### src/rtl/memory_arbiter.sv
// Two-master to one-slave memory arbiter (instruction fetch = master 0, data = master 1).
// Define MEMORY_ARBITER_ROUND_ROBIN_EN for round-robin conflicts; otherwise master 1 has fixed priority.
module memory_arbiter #(
  parameter int ADDR_WIDTH = 32,
  parameter int DATA_WIDTH = 32
) (
  input  logic                    clk,
  input  logic                    reset,
  input  logic [1:0]              m_req,
  input  logic [1:0]              m_we,
  input  logic [2*ADDR_WIDTH-1:0] m_addr,
  input  logic [2*DATA_WIDTH-1:0] m_wdata,
  output logic [1:0]              m_ack,
  output logic [DATA_WIDTH-1:0]   m_rdata,
  output logic                    s_req,
  output logic                    s_we,
  output logic [ADDR_WIDTH-1:0]   s_addr,
  output logic [DATA_WIDTH-1:0]   s_wdata,
  input  logic [DATA_WIDTH-1:0]   s_rdata,
  input  logic                    s_ack,
  output logic [1:0]              grant,
  output logic [1:0]              fsm_state
);

  // Handshake: a master holds m_req (and its fields) until it sees its one-cycle m_ack;
  // s_req/s_we/s_addr/s_wdata stay stable from the grant until the cycle s_ack is sampled.
  typedef enum logic [1:0] {
    IDLE   = 2'd0,
    ACCESS = 2'd1,
    DONE   = 2'd2
  } state_t;

  state_t                  state, state_next;
  logic                    win;
  logic                    s_req_next, s_we_next;
  logic [ADDR_WIDTH-1:0]   s_addr_next;
  logic [DATA_WIDTH-1:0]   s_wdata_next, m_rdata_next;
  logic [1:0]              m_ack_next, grant_next;

  assign fsm_state = state;

`ifdef MEMORY_ARBITER_ROUND_ROBIN_EN
  logic last, last_next;

  // On conflict the master that was not served last wins.
  always_comb begin
    win = m_req[1];
    if (m_req == 2'b11) win = ~last;
  end
`else
  // Fixed priority: master 1 wins whenever it requests.
  always_comb begin
    win = m_req[1];
  end
`endif

  always_comb begin
    state_next   = state;
    s_req_next   = s_req;
    s_we_next    = s_we;
    s_addr_next  = s_addr;
    s_wdata_next = s_wdata;
    m_rdata_next = m_rdata;
    grant_next   = grant;
    m_ack_next   = 2'b00;
`ifdef MEMORY_ARBITER_ROUND_ROBIN_EN
    last_next    = last;
`endif
    case (state)
      IDLE: begin
        if (m_req != 2'b00) begin
          s_we_next    = m_we[win];
          s_addr_next  = win ? m_addr[2*ADDR_WIDTH-1:ADDR_WIDTH] : m_addr[ADDR_WIDTH-1:0];
          s_wdata_next = win ? m_wdata[2*DATA_WIDTH-1:DATA_WIDTH] : m_wdata[DATA_WIDTH-1:0];
          grant_next   = win ? 2'b10 : 2'b01;
          s_req_next   = 1'b1;
          state_next   = ACCESS;
`ifdef MEMORY_ARBITER_ROUND_ROBIN_EN
          last_next    = win;
`endif
        end
      end
      ACCESS: begin
        if (s_ack) begin
          m_rdata_next = s_rdata;
          s_req_next   = 1'b0;
          m_ack_next   = grant;
          state_next   = DONE;
        end
      end
      DONE: begin
        grant_next = 2'b00;
        state_next = IDLE;
      end
      default: begin
        state_next = IDLE;
      end
    endcase
  end

  always_ff @(posedge clk) begin
    if (reset) begin
      state   <= IDLE;
      s_req   <= 1'b0;
      s_we    <= 1'b0;
      s_addr  <= '0;
      s_wdata <= '0;
      m_ack   <= 2'b00;
      m_rdata <= '0;
      grant   <= 2'b00;
`ifdef MEMORY_ARBITER_ROUND_ROBIN_EN
      last    <= 1'b1;
`endif
    end else begin
      state   <= state_next;
      s_req   <= s_req_next;
      s_we    <= s_we_next;
      s_addr  <= s_addr_next;
      s_wdata <= s_wdata_next;
      m_ack   <= m_ack_next;
      m_rdata <= m_rdata_next;
      grant   <= grant_next;
`ifdef MEMORY_ARBITER_ROUND_ROBIN_EN
      last    <= last_next;
`endif
    end
  end

endmodule

### config.mk
export PLATFORM = sky130hd
export DESIGN_NAME = memory_arbiter
export DESIGN_NICKNAME = d
export VERILOG_FILES = /design/src/rtl/memory_arbiter.sv
export SDC_FILE = /design/constraint.sdc
export NUM_CORES = 1
export LEC_CHECK = 0
export CAP_MARGIN = 5
export CORE_ASPECT_RATIO = 0.75
export CORE_UTILIZATION = 38
export CTS_CLUSTER_DIAMETER = 100
export CTS_CLUSTER_SIZE = 10
export DETAILED_ROUTE_END_ITERATION = 10
export PLACE_DENSITY = 0.87
export SLEW_MARGIN = 20
export SYNTH_ARGS = -nofsm -noshare
export SYNTH_HDL_FRONTEND = slang
export SYNTH_SLANG_ARGS = --single-unit
export TNS_END_PERCENT = 20
### constraint.sdc
create_clock -name clk -period 1.7 [get_ports clk]
set_input_delay 0.425 -clock clk [delete_from_list [all_inputs] [get_ports clk]]
set_output_delay 0.425 -clock clk [all_outputs]
set_load 0.005 [all_outputs]
Word level (Yosys, flattened, before mapping) --
Cells that the tools add are included.
Word-level totals: register bits after elaboration 104
Operators by class: order comparisons 1, equal/unequal tests 4, muxes and demuxes 13, bitwise gates (word level) 2, reductions and logical operators 10
Operators by type and width (number):
- 2-to-1 mux 32 bit | 2
- 2-to-1 mux 2 bit | 4
- case mux 2 bit (2 select lines) | 2
- AND reduction 2 bit | 4
- nonzero test 2 bit | 3
- 2-to-1 mux 1 bit | 4
- inequality test 2 bit (second input constant) | 2
- AND reduction 3 bit | 1
- OR reduction 3 bit | 1
- == test 2 x 1 -> 1 bit (second input constant) | 1
- == test 2 bit (second input constant) | 1
- zero test 2 bit | 1
- < comparator 1 x 2 -> 1 bit (second input constant) | 1
- NOT 1 bit | 2
- case mux 1 bit (2 select lines) | 1

Longest topological paths before layout --
Gate-level depths: netlist (run 1).
depth in word-level cells 3, mapped depth 7

Worst setup path after synthesis (run 1) --
No wires, ideal clock.
path type input-to-reg, from input port m_req[1], to register s_addr[0], arrival 1.396 ns, required time 1.554 ns, setup slack 0.158 ns, cell stages on the path 7, buffers on the path 4, cells stage by stage clkbuf_1 or2_0 buf_2 buf_2 buf_2 a21oi_1 a211oi_2
On the way: cells in the longest elaborated chain, start to end 2, elaborated cells on any way between the ends 3, those cells by class mux: 1; reduce/logical: 2
RTL lines:
- start: declaration | line 9 | input logic [1:0] m_req,
- nonzero test 2 bit | line 71 | if (m_req != 2'b00) begin
- AND reduction 2 bit (no line)
- end signal: assignment | line 118 | s_addr <= s_addr_next;
- end: declaration | line 17 | output logic [ADDR_WIDTH-1:0] s_addr,
Several ways; a longest one is shown, not always the timed one. A chain may end at the register's enable or synchronous reset.

Worst setup path in the final report (run 1) --
from register s_wdata[5], to output port s_wdata[5]
RTL lines:
- start: declaration | line 18 | output logic [DATA_WIDTH-1:0] s_wdata,
- start signal: assignment | line 119 | s_wdata <= s_wdata_next;
No word-level cell between the ends.

==> results of run 1 <==
-- layout by cell type (no fill, tap or decap), drive strengths merged --
| master | n |
|---|---|
| a211oi | 65 |
| mux2i | 65 |
| o22ai | 1 |
| and2 | 3 |
| and3b | 1 |
| a21oi | 100 |
| clkinv | 1 |
| nor2 | 4 |
| clkdlybuf4s50 | 264 |
| nand3b | 1 |
| inv | 3 |
| or3b | 1 |
| nand2b | 2 |
| nor2b | 1 |
| bufinv | 1 |
| dlymetal6s2s | 3 |
| buf | 24 |
| or2 | 1 |
| nand2 | 67 |
| dfxtp | 104 |
| a21o | 1 |
| dlygate4sd2 | 1 |
| clkbuf | 11 |
-- worst max path at each step --
stage / startpoint / endpoint / slack [ns]
2_1_floorplan: m_req[1] / s_addr[0] / 0.16
3_3_place_gp: m_req[0] / s_wdata[1] / -0.17
3_5_place_dp: m_req[0] / s_addr[31] / -0.20
4_1_cts: grant[0] / grant[0] / 0.001
5_1_grt: s_addr[16] / s_addr[16] / 0.004
6_report: s_wdata[5] / s_wdata[5] / 0.06
-- power groups by stage --
stage / Combinational (mW) / Sequential [mW] / Clock (mW)
6_report: 1.79 / 2.78 / 2.14
5_1_grt: 1.92 / 2.81 / 2.30
4_1_cts: 1.81 / 2.78 / 2.20
3_5_place_dp: 1.80 / 2.84 / 0
3_3_place_gp: 1.75 / 2.82 / 0
2_1_floorplan: 0.744 / 2.85 / 0
-- registers in the layout, indices dropped and copies added (netlist names) --
name / flops
s_req: 1
s_wdata: 32
fsm_state: 2
s_we: 1
grant: 2
m_rdata: 32
m_ack: 2
s_addr: 32
-- routing by layer --
metal  track usage  up-vias  wire (microns)  part of all wire
met1         0.239     2035            5480              0.39
met5             0        -               0                 0
met3        0.0815       24            1280             0.092
met2         0.398      175            7010              0.50
met4        0.0588        0             248             0.018
li1              -     2175               -                 -
-- kinds of logic after synthesis --
family                 after synthesis  synth area share
AOI/OAI and AO/OA                  167             0.273
muxes                               65             0.142
buffers and inverters               49            0.0566
DFF                                104             0.455
and+or+nand+nor                     81            0.0732
-- timing repair --
action                                  in CTS  in global routing
cloned                                       0                  0
endpoints found under the setup margin       1                  3
hold buffers                                 0                  0
resized for setup                            1                  3
-- layout make-up --
type	count	share of cell area
repair buffers	292	0.381
multi-input cells	313	0.287
flip-flops and latches	104	0.266
clock buffers	11	0.0323
well taps	162	0.0259
clock inverters	5	0.00783
==> results.tsv, run 1 <==
stage	metric	value	unit
routing	Final ANT Viol Nets	0	
sta	Max Freq	608	MHz
worst_setup_path	critical path class	reg -> out	
power	Sw Ratio	0.259	
worst_setup_path	Worst Path Arrival	1.22	ns
power	pwr dens	858	mW/mm^2
synthesis	synthesized area per cell	9.83	sq um
synthesis	Mapped Nets	633	
sta	PnR worst setup slack	0.0554	ns
placement	area of placed instances	0.00751	sq mm
worst_setup_path	CP Launch Type	flip-flop	
worst_setup_path	CP Depth	1	
die	core area	0.0117	sq mm
placement	post-DP HPWL	10700	microns
routing	Vias/cell	4.97	
worst_setup_path	CP max stage cell	clkdlybuf4s50_1	
worst_setup_path	critical path required time	1.27	ns
worst_setup_path	Worst path top cell family by delay	buffers and inverters	
cts	clk_lat worst skew	0.33	ns
synthesis	largest cells by area after synthesis	dfxtp_1, mux2i_1, a211oi_2, a21oi_1, nand2_1	
placement	PortBufs	270	
synthesis	top_reg_cell synth	dfxtp_1	
synthesis	most frequent cell after synthesis	dfxtp_1	
global_route	vias in the first global route	4517	
worst_setup_path	cells along the critical path	clkdlybuf4s50_1	
placement	GPL Wtd Cong	0.747	
cts	htree depth	3	
synthesis	EDFF count, synth	0	
run_status	status	finished, final reports clean	
cells_and_area	fin nets	887	
die	Initial Util	0.393	
job	max-cap violations	0	
global_route	initial antenna violation count	0	
routing	Final Routed Wirelength	14000	microns
worst_setup_path	endpoint class of the critical path	output port	
worst_hold_path	Worst Hold Path EP	m_rdata[6]	
worst_hold_path	hold path startpoint	reset	
synthesis	list of most frequent post-synthesis cells	dfxtp_1, a21oi_1, nand2_1, mux2i_1, a211oi_2	
synthesis	Ys Warns	0	
sta	WHS	0.441	ns
worst_setup_path	Critical Path Max Stage Delay	0.54	ns
cells_and_area	Area Growth Syn to Fin	71.0	%
die	Die Area	0.0125	sq mm
worst_hold_path	worst min path class	in -> reg	
sta	setup TNS	0	ns
cts	Max clock buf depth	2	
synthesis	Synth top area share	0.455	
sta	Final setup viols	0	
power	share of power burned in registers	0.414	
routing	DRC viols	0	
worst_setup_path	Worst R2R End	s_addr[30]	
routing	DR vias	4409	
cts	Post-CTS Setup Bufs	0	
worst_setup_path	r2r startpoint	fsm_state[0]	
synthesis	synthesized cell area	0.00458	sq mm
worst_setup_path	Max FO, Critical Path	2	
global_route	first-pass GRT wire length	22000	microns
sta	Slew HR	0.767	
die	Die X	129	microns
cts	CTS tree	done	
worst_setup_path	flop-to-flop setup slack	0.36	ns
global_route	Tot GR Track Use	0.220	
worst_hold_path	hold path depth	2	
global_route	largest net degree at the start of global routing	48	
synthesis	#FFs+latches synth	104	
cts	clk root buf	clkbuf_16	
routing	DR iter-0 viols	151	
synthesis	Mapped Cells	466	
cells_and_area	area of the multi-input gates	0.00225	sq mm
die	io pins	271	
cells_and_area	Finished Core Util	0.672	
cts	clock slew at reported path FFs	0.07	ns
cells_and_area	share of cells above drive strength 1	0.130	
cells_and_area	post-route cell area	0.00783	sq mm
worst_setup_path	Register-to-Register Path Depth	5	
power	combinational power share	0.267	
die	Die H	97.1	microns
sta	clock period minus final worst setup slack	1.64	ns
synthesis	Async SR Flop Fraction	0	
synthesis	area leader, netlist	dfxtp_1	
synthesis	register area share after synthesis	0.455	
routing	drt pass-1 iters	4	
sta	Fin. Hold Viols	0	
power	clock share of power	0.319	
power	total chip power	6.72	mW
placement	Cells after DPL	871	
cells_and_area	Final Non-Filler Cells	887	
cts	Num CTS Buffers	9	
synthesis	synth unique cells	20	
sta	final period utilization	0.967	
sta	RSZ-0062 raised after global routing	false	
worst_setup_path	CP bufs+invs	1	
power	switching pwr	1.74	mW
power	leakage	2.99	nW
power	internal power	4.97	mW
sta	Final Slew Violations	0	
cells_and_area	fillers	880	
sta	worst clock skew	0.00630	ns
cts	CTS Sinks	104	
die	Row Count	34	
cells_and_area	Register Area	0.00208	sq mm
global_route	grt ovf	0	
sta	Worst Max-Slew Pin Slew	0.350	ns
routing	wire per inst	15.8	microns
cells_and_area	Diodes inserted	0	
power	maximum vdd drop	0.674	mV
placement	DP Worst Slack	-0.201	ns
Power figures use the tool's default switching activity.
==> run 2, diff against run 1 <==
Settings changed: CORE_MARGIN set to 2.
==> results.tsv, run 2 (synthesis results as in run 1) <==
stage	metric	value	unit
worst_hold_path	hold path depth	2	
sta	Max Freq	611	MHz
cts	CTS tree	done	
worst_setup_path	r2r startpoint	fsm_state[1]	
die	Die H	99.1	microns
power	leakage	2.96	nW
cts	Num CTS Buffers	9	
placement	GPL Wtd Cong	0.734	
power	pwr dens	861	mW/mm^2
cts	cts hold-fix bufs	0	
worst_setup_path	critical path required time	1.27	ns
worst_setup_path	Worst path top cell family by delay	buffers and inverters	
cts	Max clock buf depth	2	
worst_setup_path	critical path class	reg -> out	
die	core area	0.0117	sq mm
worst_setup_path	crit path to	s_addr[4]	
power	total chip power	6.72	mW
global_route	Tot GR Track Use	0.220	
global_route	initial antenna violation count	0	
worst_setup_path	CP Depth	1	
cts	clk root buf	clkbuf_16	
sta	RSZ-0062 raised after global routing	false	
routing	drt pass-1 iters	4	
worst_setup_path	Worst Path Arrival	1.21	ns
placement	Cells after DPL	867	
job	max-cap violations	0	
routing	Final ANT Viol Nets	0	
die	Die X	131	microns
cts	Post-CTS Setup Bufs	0	
sta	clock period minus final worst setup slack	1.64	ns
worst_setup_path	Worst R2R End	s_wdata[8]	
sta	worst clock skew	0.00591	ns
cells_and_area	share of cells above drive strength 1	0.125	
routing	met3 wire length	1470	microns
placement	DP Worst Slack	-0.202	ns
global_route	vias in the first global route	4684	
cts	clk_lat worst skew	0.33	ns
sta	Final setup viols	0	
routing	uppermost routed layer	met4	
routing	Met2 Wirelength	7150	microns
global_route	largest net degree at the start of global routing	59	
cts	htree depth	3	
worst_setup_path	endpoint class of the critical path	output port	
sta	WHS	0.455	ns
sta	setup TNS	0	ns
worst_setup_path	Worst Setup SP	s_addr[4]	
routing	wire per inst	16.5	microns
sta	Worst Max-Slew Pin Slew	0.389	ns
worst_setup_path	Critical Path Max Stage Delay	0.54	ns
worst_setup_path	Register-to-Register Path Depth	5	
routing	metal1 wirelength	5580	microns
cells_and_area	fin nets	883	
worst_setup_path	CP bufs+invs	1	
cts	clock slew at reported path FFs	0.07	ns
cts	cts repair resizes	0	
die	io pins	271	
cts	CTS Sinks	104	
die	Die Area	0.0130	sq mm
die	Row Count	34	
sta	Slew HR	0.741	
worst_setup_path	CP Launch Type	flip-flop	
placement	post-DP HPWL	10900	microns
sta	final period utilization	0.963	
die	Initial Util	0.393	
routing	DR iter-0 viols	203	
placement	PortBufs	270	
cells_and_area	most frequent cells in the layout	clkdlybuf4s50_1, dfxtp_1, a21oi_1	
routing	DRC viols	0	
sta	Final Slew Violations	0	
sta	Fin. Hold Viols	0	
global_route	first-pass GRT wire length	22800	microns
cells_and_area	fillers	881	
cells_and_area	commonest non-fill, non-tap cell in the layout	clkdlybuf4s50_1	
routing	DR vias	4453	
worst_hold_path	worst min path class	reg -> reg	
routing	Final Routed Wirelength	14500	microns
cells_and_area	Area Growth Syn to Fin	70.3	%
global_route	grt ovf	0	
worst_setup_path	flop-to-flop setup slack	0.33	ns
worst_setup_path	cells along the critical path	clkdlybuf4s50_1	
worst_setup_path	Max FO, Critical Path	2	
worst_setup_path	CP max stage cell	clkdlybuf4s50_1	
cells_and_area	Largest regs	m_rdata (32), s_addr (32), s_wdata (32)	
cells_and_area	Diodes inserted	0	
routing	Vias/cell	5.04	
sta	PnR worst setup slack	0.0629	ns
power	maximum vdd drop	0.776	mV
cells_and_area	Final Non-Filler Cells	883	
run_status	status	finished, final reports clean	
[run 2: cell types whose count changed in the layout (fill, tap and decap cells not counted)]
cell and change:
dlymetal6s2s_1 -1, clkdlybuf4s50_1 +2, dlygate4sd2_1 -1, buf_4 -4
[run 2: metrics by stage]
step	utilization	cell area (sq um)
floorplan	-	4580
global placement	0.642	7480
detailed placement	0.642	7480
CTS	0.669	7790
global route	0.669	7800
finish	0.669	7800
[run 2: cell type report]
type | count | area [sq um] | share of cell area
Clock buffer | 11 | 253 | 0.0324
Timing Repair Buffer | 288 | 2950 | 0.378
Clock inverter | 5 | 61.3 | 0.00786
Tap cell | 162 | 203 | 0.0260
Sequential cell | 104 | 2080 | 0.267
Multi-Input combinational cell | 313 | 2250 | 0.288
[run 2: worst min-delay path by stage]
| stage | startpoint | endpoint | slack (ns) |
|---|---|---|---|
| after detailed placement | m_rdata[17] | m_rdata[17] | 0.45 |
| after CTS | reset | m_rdata[22] | 0.44 |
| after global routing | reset | m_rdata[28] | 0.46 |
| after floorplan | m_rdata[0] | m_rdata[0] | 0.45 |
| final | m_rdata[28] | m_rdata[28] | 0.46 |
| after global placement | m_rdata[29] | m_rdata[29] | 0.44 |
[run 2: worst min-delay path, cell delays in order, from the launching register on]
cell and delay, ns:
dfxtp_1 0.31, nand2_1 0.05, a21oi_1 0.05
[run 2: per-layer routing]
metal  up-vias  GRT usage
met1      2071      0.241
li1       2176          -
met5         -          0
met2       179      0.389
met4         0     0.0704
met3        27     0.0874
[run 2: where the power goes]
group | total [mW] | leakage (nW) | switching [mW] | internal (mW)
registers | 2.78 | 0.858 | 0.123 | 2.66
clock network | 2.15 | 0.157 | 0.908 | 1.24
logic | 1.79 | 1.94 | 0.722 | 1.07
total | 6.72 | 2.96 | 1.75 | 4.96
==> run 3, diff against run 2 <==
Settings changed: ABC_CLOCK_PERIOD_IN_PS set to 1700.
==> results of run 3 <==
Final layout, timing and power as in run 2 (identical DEF).
